===== config.mk =====
export PLATFORM = sky130hd
export DESIGN_NAME = wb_rr_arbiter_flat
export DESIGN_NICKNAME = d
export VERILOG_FILES = /design/src/rtl/wb_rr_arbiter_pkg.sv /design/src/rtl/wb_rr_arbiter_if.sv /design/src/rtl/wb_rr_arbiter_tmo_cnt.sv /design/src/rtl/wb_rr_arbiter.sv /design/src/flat_wrapper.sv
export SDC_FILE = /design/constraint.sdc
export NUM_CORES = 1
export LEC_CHECK = 0
export BUFFER_PORTS_ARGS = -buffer_cell sky130_fd_sc_hd__buf_4
export CAP_MARGIN = 20
export CORE_MARGIN = 2
export CORE_UTILIZATION = 40
export CTS_CLUSTER_DIAMETER = 30
export CTS_CLUSTER_SIZE = 25
export DETAILED_ROUTE_END_ITERATION = 10
export GPL_TIMING_DRIVEN = 0
export PLACE_DENSITY = 0.9
export REMOVE_ABC_BUFFERS = 1
export SLEW_MARGIN = 20
export SYNTH_ARGS = -nofsm -noshare
export SYNTH_HDL_FRONTEND = slang
export SYNTH_SLANG_ARGS = --single-unit

===== constraint.sdc =====
create_clock -name CLK -period 2.9 [get_ports CLK]
set_clock_uncertainty 0.2 [all_clocks]
set_input_delay 0.29 -clock CLK [delete_from_list [all_inputs] [get_ports CLK]]
set_output_delay 0.29 -clock CLK [all_outputs]
set_load 0.02 [all_outputs]

===== src/rtl/wb_rr_arbiter_pkg.sv =====
// Shared Wishbone definitions for the round-robin arbiter slice: bus widths,
// arbiter state encoding and a one-hot to index helper.
package wb_pkg;

  localparam int ADR_W_DEF = 16;
  localparam int DATA_W    = 8;
  localparam int MAX_MST   = 8;

  typedef enum logic {
    ST_IDLE = 1'b0,
    ST_OWN  = 1'b1
  } arb_state_t;

  // Index of the set bit in a one-hot vector (0 when no bit is set).
  function automatic logic [2:0] onehot_to_idx(input logic [MAX_MST-1:0] oh);
    logic [2:0] idx;
    idx = '0;
    for (int i = 0; i < MAX_MST; i++) begin
      if (oh[i]) idx = idx | 3'(i);
    end
    return idx;
  endfunction

endpackage


===== src/rtl/wb_rr_arbiter_if.sv =====
// Bundle of the per-master Wishbone request side and the shared slave side.
// The "slave" modport is the arbiter's view (it is the slave of every
// master); the "master" modport is the surrounding masters plus slave decode.
interface wb_rr_arbiter_if
  import wb_pkg::*;
#(
  parameter int N_MST = 2,
  parameter int ADR_W = ADR_W_DEF
) ();

  logic [N_MST-1:0]        M_CYC;
  logic [N_MST-1:0]        M_STB;
  logic [N_MST-1:0]        M_WE;
  logic [N_MST*ADR_W-1:0]  M_ADR;
  logic [N_MST*DATA_W-1:0] M_WDAT;
  logic [DATA_W-1:0]       M_RDAT;
  logic [N_MST-1:0]        M_ACK;
  logic [N_MST-1:0]        M_ERR;
  logic [N_MST-1:0]        GNT;
  logic                    S_CYC;
  logic                    S_STB;
  logic                    S_WE;
  logic [ADR_W-1:0]        S_ADR;
  logic [DATA_W-1:0]       S_WDAT;
  logic [DATA_W-1:0]       S_RDAT;
  logic                    S_ACK;
  logic                    S_ERR;
  logic                    TMO_SEEN;   // sticky watchdog debug probe

  modport slave (
    input  M_CYC, M_STB, M_WE, M_ADR, M_WDAT, S_RDAT, S_ACK, S_ERR,
    output M_RDAT, M_ACK, M_ERR, GNT, S_CYC, S_STB, S_WE, S_ADR, S_WDAT,
           TMO_SEEN
  );

  modport master (
    output M_CYC, M_STB, M_WE, M_ADR, M_WDAT, S_RDAT, S_ACK, S_ERR,
    input  M_RDAT, M_ACK, M_ERR, GNT, S_CYC, S_STB, S_WE, S_ADR, S_WDAT,
           TMO_SEEN
  );

endinterface


===== src/rtl/wb_rr_arbiter_tmo_cnt.sv =====
// Per-transfer ack watchdog: counts owned strobe cycles that go unanswered
// and raises a one-cycle tmo_hit after TMO_CYC of them.
module wb_tmo_cnt #(
  parameter int TMO_CYC = 255
) (
  input  logic CLK,
  input  logic RST,
  input  logic own,
  input  logic stb,
  input  logic ack,
  input  logic err,
  output logic tmo_hit,
  output logic tmo_seen
);

  localparam logic [15:0] LAST = 16'(TMO_CYC - 1);

  logic [15:0] cnt;
  logic        wait_cyc;
  logic        expire;

  // A wait cycle is an owned strobe with no answer; the hit cycle itself
  // never counts so the count restarts cleanly after a timeout.
  assign wait_cyc = own & stb & ~ack & ~err & ~tmo_hit;
  assign expire   = wait_cyc & (cnt == LAST);

  // Counter, single-cycle timeout pulse and sticky timeout flag.
  always_ff @(posedge CLK or posedge RST) begin
    if (RST) begin
      cnt      <= '0;
      tmo_hit  <= 1'b0;
      tmo_seen <= 1'b0;
    end else begin
      cnt      <= (wait_cyc && !expire) ? cnt + 16'd1 : '0;
      tmo_hit  <= expire;
      tmo_seen <= tmo_seen | tmo_hit;
    end
  end

endmodule


===== src/rtl/wb_rr_arbiter.sv =====
// Round-robin arbiter sharing one 8-bit Wishbone slave bus among N_MST
// masters. The owner keeps the bus while its CYC stays high; a release
// always costs exactly one idle cycle before the next grant.
module wb_rr_arbiter
  import wb_pkg::*;
#(
  parameter int N_MST   = 2,
  parameter int ADR_W   = ADR_W_DEF,
  parameter int TMO_CYC = 255
) (
  input logic            CLK,
  input logic            RST,
  wb_rr_arbiter_if.slave bus
);

  arb_state_t       state, state_nx;
  logic [N_MST-1:0] gnt, gnt_nx;
  logic [N_MST-1:0] pick;
  logic             found;
  logic [2:0]       ptr, ptr_nx;
  logic [2:0]       owner;
  logic             own;
  logic             own_stb;
  logic             tmo_hit;
  logic             tmo_seen;

  assign own   = (state == ST_OWN);
  assign owner = onehot_to_idx(8'(gnt));

  // Cyclic search for the first requester at or after the pointer.
  always_comb begin
    pick  = '0;
    found = 1'b0;
    for (int i = 0; i < N_MST; i++) begin
      if (!found && bus.M_CYC[i] && (3'(i) >= ptr)) begin
        pick[i] = 1'b1;
        found   = 1'b1;
      end
    end
    for (int i = 0; i < N_MST; i++) begin
      if (!found && bus.M_CYC[i]) begin
        pick[i] = 1'b1;
        found   = 1'b1;
      end
    end
  end

  // State, registered grant and round-robin pointer.
  always_ff @(posedge CLK or posedge RST) begin
    if (RST) begin
      state <= ST_IDLE;
      gnt   <= '0;
      ptr   <= '0;
    end else begin
      state <= state_nx;
      gnt   <= gnt_nx;
      ptr   <= ptr_nx;
    end
  end

  // Grant on any request in IDLE; release when the owner drops CYC.
  always_comb begin
    state_nx = state;
    gnt_nx   = gnt;
    ptr_nx   = ptr;
    case (state)
      ST_IDLE: begin
        if (|bus.M_CYC) begin
          state_nx = ST_OWN;
          gnt_nx   = pick;
        end
      end
      ST_OWN: begin
        if (!(|(bus.M_CYC & gnt))) begin
          state_nx = ST_IDLE;
          gnt_nx   = '0;
          ptr_nx   = (owner == 3'(N_MST - 1)) ? 3'd0 : owner + 3'd1;
        end
      end
      default: state_nx = ST_IDLE;
    endcase
  end

  // Route the owner onto the slave bus and the slave answer back to it only.
  always_comb begin
    own_stb    = 1'b0;
    bus.S_CYC  = 1'b0;
    bus.S_WE   = 1'b0;
    bus.S_ADR  = '0;
    bus.S_WDAT = '0;
    bus.M_ACK  = '0;
    bus.M_ERR  = '0;
    if (own) begin
      for (int i = 0; i < N_MST; i++) begin
        if (gnt[i]) begin
          bus.S_CYC    = bus.M_CYC[i];
          own_stb      = bus.M_STB[i];
          bus.S_WE     = bus.M_WE[i];
          bus.S_ADR    = bus.M_ADR[i*ADR_W +: ADR_W];
          bus.S_WDAT   = bus.M_WDAT[i*DATA_W +: DATA_W];
          bus.M_ACK[i] = bus.S_ACK;
          bus.M_ERR[i] = bus.S_ERR | tmo_hit;
        end
      end
    end
    bus.S_STB  = own_stb & ~tmo_hit;
    bus.M_RDAT = own ? bus.S_RDAT : '0;
  end

  assign bus.GNT      = gnt;
  assign bus.TMO_SEEN = tmo_seen;

  wb_tmo_cnt #(
    .TMO_CYC (TMO_CYC)
  ) u_tmo (
    .CLK      (CLK),
    .RST      (RST),
    .own      (own),
    .stb      (own_stb),
    .ack      (bus.S_ACK),
    .err      (bus.S_ERR),
    .tmo_hit  (tmo_hit),
    .tmo_seen (tmo_seen)
  );

endmodule


===== src/flat_wrapper.sv =====
// flat-port wrapper written by rule: the top's interface ports become plain ports
module wb_rr_arbiter_flat import wb_pkg::*;
#(
  parameter int N_MST   = 2,
  parameter int ADR_W   = ADR_W_DEF,
  parameter int TMO_CYC = 255
)
  (CLK, RST, bus_M_CYC, bus_M_STB, bus_M_WE, bus_M_ADR, bus_M_WDAT, bus_S_RDAT, bus_S_ACK, bus_S_ERR, bus_M_RDAT, bus_M_ACK, bus_M_ERR, bus_GNT, bus_S_CYC, bus_S_STB, bus_S_WE, bus_S_ADR, bus_S_WDAT, bus_TMO_SEEN);
  wb_rr_arbiter_if #(.N_MST(N_MST), .ADR_W(ADR_W)) bus_i ();
  input logic CLK;
  input logic RST;
  input wire logic [$bits(bus_i.M_CYC)-1:0] bus_M_CYC;
  input wire logic [$bits(bus_i.M_STB)-1:0] bus_M_STB;
  input wire logic [$bits(bus_i.M_WE)-1:0] bus_M_WE;
  input wire logic [$bits(bus_i.M_ADR)-1:0] bus_M_ADR;
  input wire logic [$bits(bus_i.M_WDAT)-1:0] bus_M_WDAT;
  input wire logic [$bits(bus_i.S_RDAT)-1:0] bus_S_RDAT;
  input wire logic [$bits(bus_i.S_ACK)-1:0] bus_S_ACK;
  input wire logic [$bits(bus_i.S_ERR)-1:0] bus_S_ERR;
  output wire logic [$bits(bus_i.M_RDAT)-1:0] bus_M_RDAT;
  output wire logic [$bits(bus_i.M_ACK)-1:0] bus_M_ACK;
  output wire logic [$bits(bus_i.M_ERR)-1:0] bus_M_ERR;
  output wire logic [$bits(bus_i.GNT)-1:0] bus_GNT;
  output wire logic [$bits(bus_i.S_CYC)-1:0] bus_S_CYC;
  output wire logic [$bits(bus_i.S_STB)-1:0] bus_S_STB;
  output wire logic [$bits(bus_i.S_WE)-1:0] bus_S_WE;
  output wire logic [$bits(bus_i.S_ADR)-1:0] bus_S_ADR;
  output wire logic [$bits(bus_i.S_WDAT)-1:0] bus_S_WDAT;
  output wire logic [$bits(bus_i.TMO_SEEN)-1:0] bus_TMO_SEEN;
  assign bus_i.M_CYC = bus_M_CYC;
  assign bus_i.M_STB = bus_M_STB;
  assign bus_i.M_WE = bus_M_WE;
  assign bus_i.M_ADR = bus_M_ADR;
  assign bus_i.M_WDAT = bus_M_WDAT;
  assign bus_i.S_RDAT = bus_S_RDAT;
  assign bus_i.S_ACK = bus_S_ACK;
  assign bus_i.S_ERR = bus_S_ERR;
  assign bus_M_RDAT = bus_i.M_RDAT;
  assign bus_M_ACK = bus_i.M_ACK;
  assign bus_M_ERR = bus_i.M_ERR;
  assign bus_GNT = bus_i.GNT;
  assign bus_S_CYC = bus_i.S_CYC;
  assign bus_S_STB = bus_i.S_STB;
  assign bus_S_WE = bus_i.S_WE;
  assign bus_S_ADR = bus_i.S_ADR;
  assign bus_S_WDAT = bus_i.S_WDAT;
  assign bus_TMO_SEEN = bus_i.TMO_SEEN;
  wb_rr_arbiter #(.N_MST(N_MST), .ADR_W(ADR_W), .TMO_CYC(TMO_CYC)) u_core (.CLK(CLK), .RST(RST), .bus(bus_i));
endmodule

==> flow_summary.yaml <==
floorplanning:
  dieArea_mm2: 0.00417
  chipHeight_um: 64.6
  ios: 108
  rows: 22
  die_w_um: 64.6
  coreArea_mm2: 0.00361
  initial_core_util: 0.407
worst_setup_path:
  cp.required_ns: 2.41
  cp_data_arrival_time_ns: 2.17
  worstPathMaxFanout: 26
  r2r_slack_ns: 0.69
  r2r-end: "u_core.u_tmo.cnt[3]"
  start_kind: "flip-flop"
  timing.rr.start: "u_core.u_tmo.cnt[12]"
  path_class: "reg2out"
  critical_path.endpoint_type: "output port"
  reg2reg_depth: 4
sta:
  slew_violations: 0
  finalCriticalPeriod_ns: 2.66
  worstMarginPinSlew_ns: 0.875
  timing.fmax_ghz: 0.375
  slew_headroom: 0.417
  hold_viol: 22
  setup_viol: 0
  setup_slack_ns: 0.237
  whs_ns: -0.0168
  rsz0062_at_grt: "no"
  period_share: 0.918
finish:
  fin_area_mm2: 0.00234
  diodes: 0
  drive_gt1_frac: 0.481
  finish.utilization: 0.648
  syn_to_final_growth_pct: 59.1
  final_cells: 312
  nNetsFinal: 334
placement:
  dp_hpwl_um: 3510
  io_buffer_count: 107
  placedCellCount: 309
  routabilityCongestion: 0.723
  pre_cts_ws_ns: 0.522
  place_area_mm2: 0.00230
synthesis:
  ys_warn_count: 0
  ys_types: 32
  synth.largest_area_cell: "dfrtp_1"
  avgSynthCellArea_um2: 9.07
  ys_top_cells_by_area: "dfrtp_1 (37%), a22o_1 (15%), xnor2_1 (7.8%)"
  ys_ff_latch: 22
  syn_area_mm2: 0.00147
  yosys.area.top_type_share: 0.375
  synth_seq_area_share: 0.375
  synthCells: 162
clock_network:
  ctsHoldBuffers: 0
  cts.sinks: 22
  htree_levels: 1
  cts_resized: 0
  cts_setup_buffers: 0
  cts_buffers: 3
  clock_latency_ns: 0.26
  cts_buffer_depth: 2
  cts_tree: "done"
  clkTransAtPathRegs_ns: 0.07
  root_buffer: "clkbuf_8"
pwr:
  peakVddDrop_uv: 241
  power_density_mw_per_mm2: 688
  totalPowerFinal_mw: 1.61
  leakage_nw: 1.12
routing:
  vias_per_cell: 5.16
  drt_pass1_iterations: 4
  route.detailed.drc: 0
  final_antenna_net_count: 0
  vias: 1609
  first_iter_violations: 63
  wl_per_cell_um: 14.4
  wl_um: 4510
outcome:
  status: "finished with violations"
  violations: "negative hold slack"
flow_run:
  maxCapViolCount: 0
grt:
  first_global_vias: 1485
  track_usage: 0.204
  antenna_found_initial: 0
  grt_pass1_wl_um: 6780
  grt_max_degree: 27
  overflow: 0
min_path:
  min_path_type: "in2async"
[critical path, cell delays in order (launching register included)]
cell     delay [ns]
dfrtp_1        0.70
and2_1         0.79
a22o_1         0.28
buf_4          0.14
[flip-flops by register name, summed over array words and instances (netlist names)]
register / cells
u_core.bus.GNT: 2
u_core.own: 1
u_core.ptr: 1
u_core.u_tmo.cnt: 16
u_core.u_tmo.tmo_hit: 1
u_core.u_tmo.tmo_seen: 1
[power by group]
part	switching, mW	leakage [nW]	internal, mW
Sequential	0.0753	0.299	0.334
Combinational	0.544	0.801	0.472
Clock	0.0903	0.0216	0.0926
Total	0.710	1.12	0.899
[synth_stat cells]
master	number
a22o_1	25
dfrtp_1	22
nor2_1	16
xnor2_1	13
nand2_1	11
and2_1	10
nor2_2	10
clkbuf_1	8
nand3_1	6
inv_1	4
nor3_1	4
nor4_1	4
o21ai_0	4
and3_1	2
ha_1	2
nand2b_1	2
nand4_1	2
nor2b_1	2
o211ai_1	2
a21oi_1	1
a31o_2	1
buf_12	1
nand3b_1	1
nand4_2	1
nand4_4	1
nand4b_1	1
o21ai_1	1
or2_2	1
or3_1	1
or4_1	1
or4_4	1
xor2_1	1
[cell type report]
| type | instances | area [µm²] |
|---|---|---|
| multi-input cells | 127 | 856 |
| well taps | 48 | 60.1 |
| flip-flops and latches | 22 | 551 |
| inverters | 4 | 15.0 |
| fillers | 322 | 1270 |
| repair buffers | 108 | 815 |
| clock buffers | 3 | 41.3 |
[cell usage in the layout (no fill, tap or decap), drive strengths merged, types with 4 or more instances in the layout]
cell type / synthesis / layout
nor2: 26 / 26
xnor2: 13 / 13
nand4: 4 / 4
dfrtp: 22 / 22
nand2: 11 / 11
nor3: 4 / 4
buf: 1 / 108
o21ai: 5 / 5
inv: 4 / 4
nor4: 4 / 4
a22o: 25 / 25
nand3: 6 / 6
and2: 10 / 10
[cells by family (layout without fill, tap and decap cells)]
group,after synthesis,in the layout,share of synthesized area
compound gates,34,34,0.186
xor+xnor,14,14,0.0835
fa+ha+maj,2,2,0.0170
buf+inv,13,115,0.0443
flops,22,22,0.375
simple gates,77,77,0.295
[worst max-delay path by stage]
stage                           from       endpoint  depth (start not counted)
after floorplan           u_core.own   bus_S_ADR[0]                          3
after global placement    u_core.own  bus_S_ADR[15]                          4
after detailed placement  u_core.own  bus_S_ADR[12]                          3
after CTS                 u_core.own  bus_S_ADR[15]                          3
after global routing      u_core.own   bus_S_ADR[3]                          3
final                     u_core.own   bus_S_ADR[6]                          3
[layer usage]
metal  up-vias  global-route usage  share of wire
met4         0              0.0745          0.017
li1        780                   -              -
met5         -                   0              0
met3         9              0.0573          0.099
met1       748               0.235           0.37
met2        72               0.361           0.51
[metrics by stage]
step	hold WS, ns	setup TNS (ns)
2_1_floorplan	0.0792	0
3_3_place_gp	0.250	-0.00369
3_5_place_dp	0.255	0
4_1_cts	0.0119	0
5_1_grt	0.0723	0
6_report	-0.0168	0
Power figures use the tool's default switching activity.
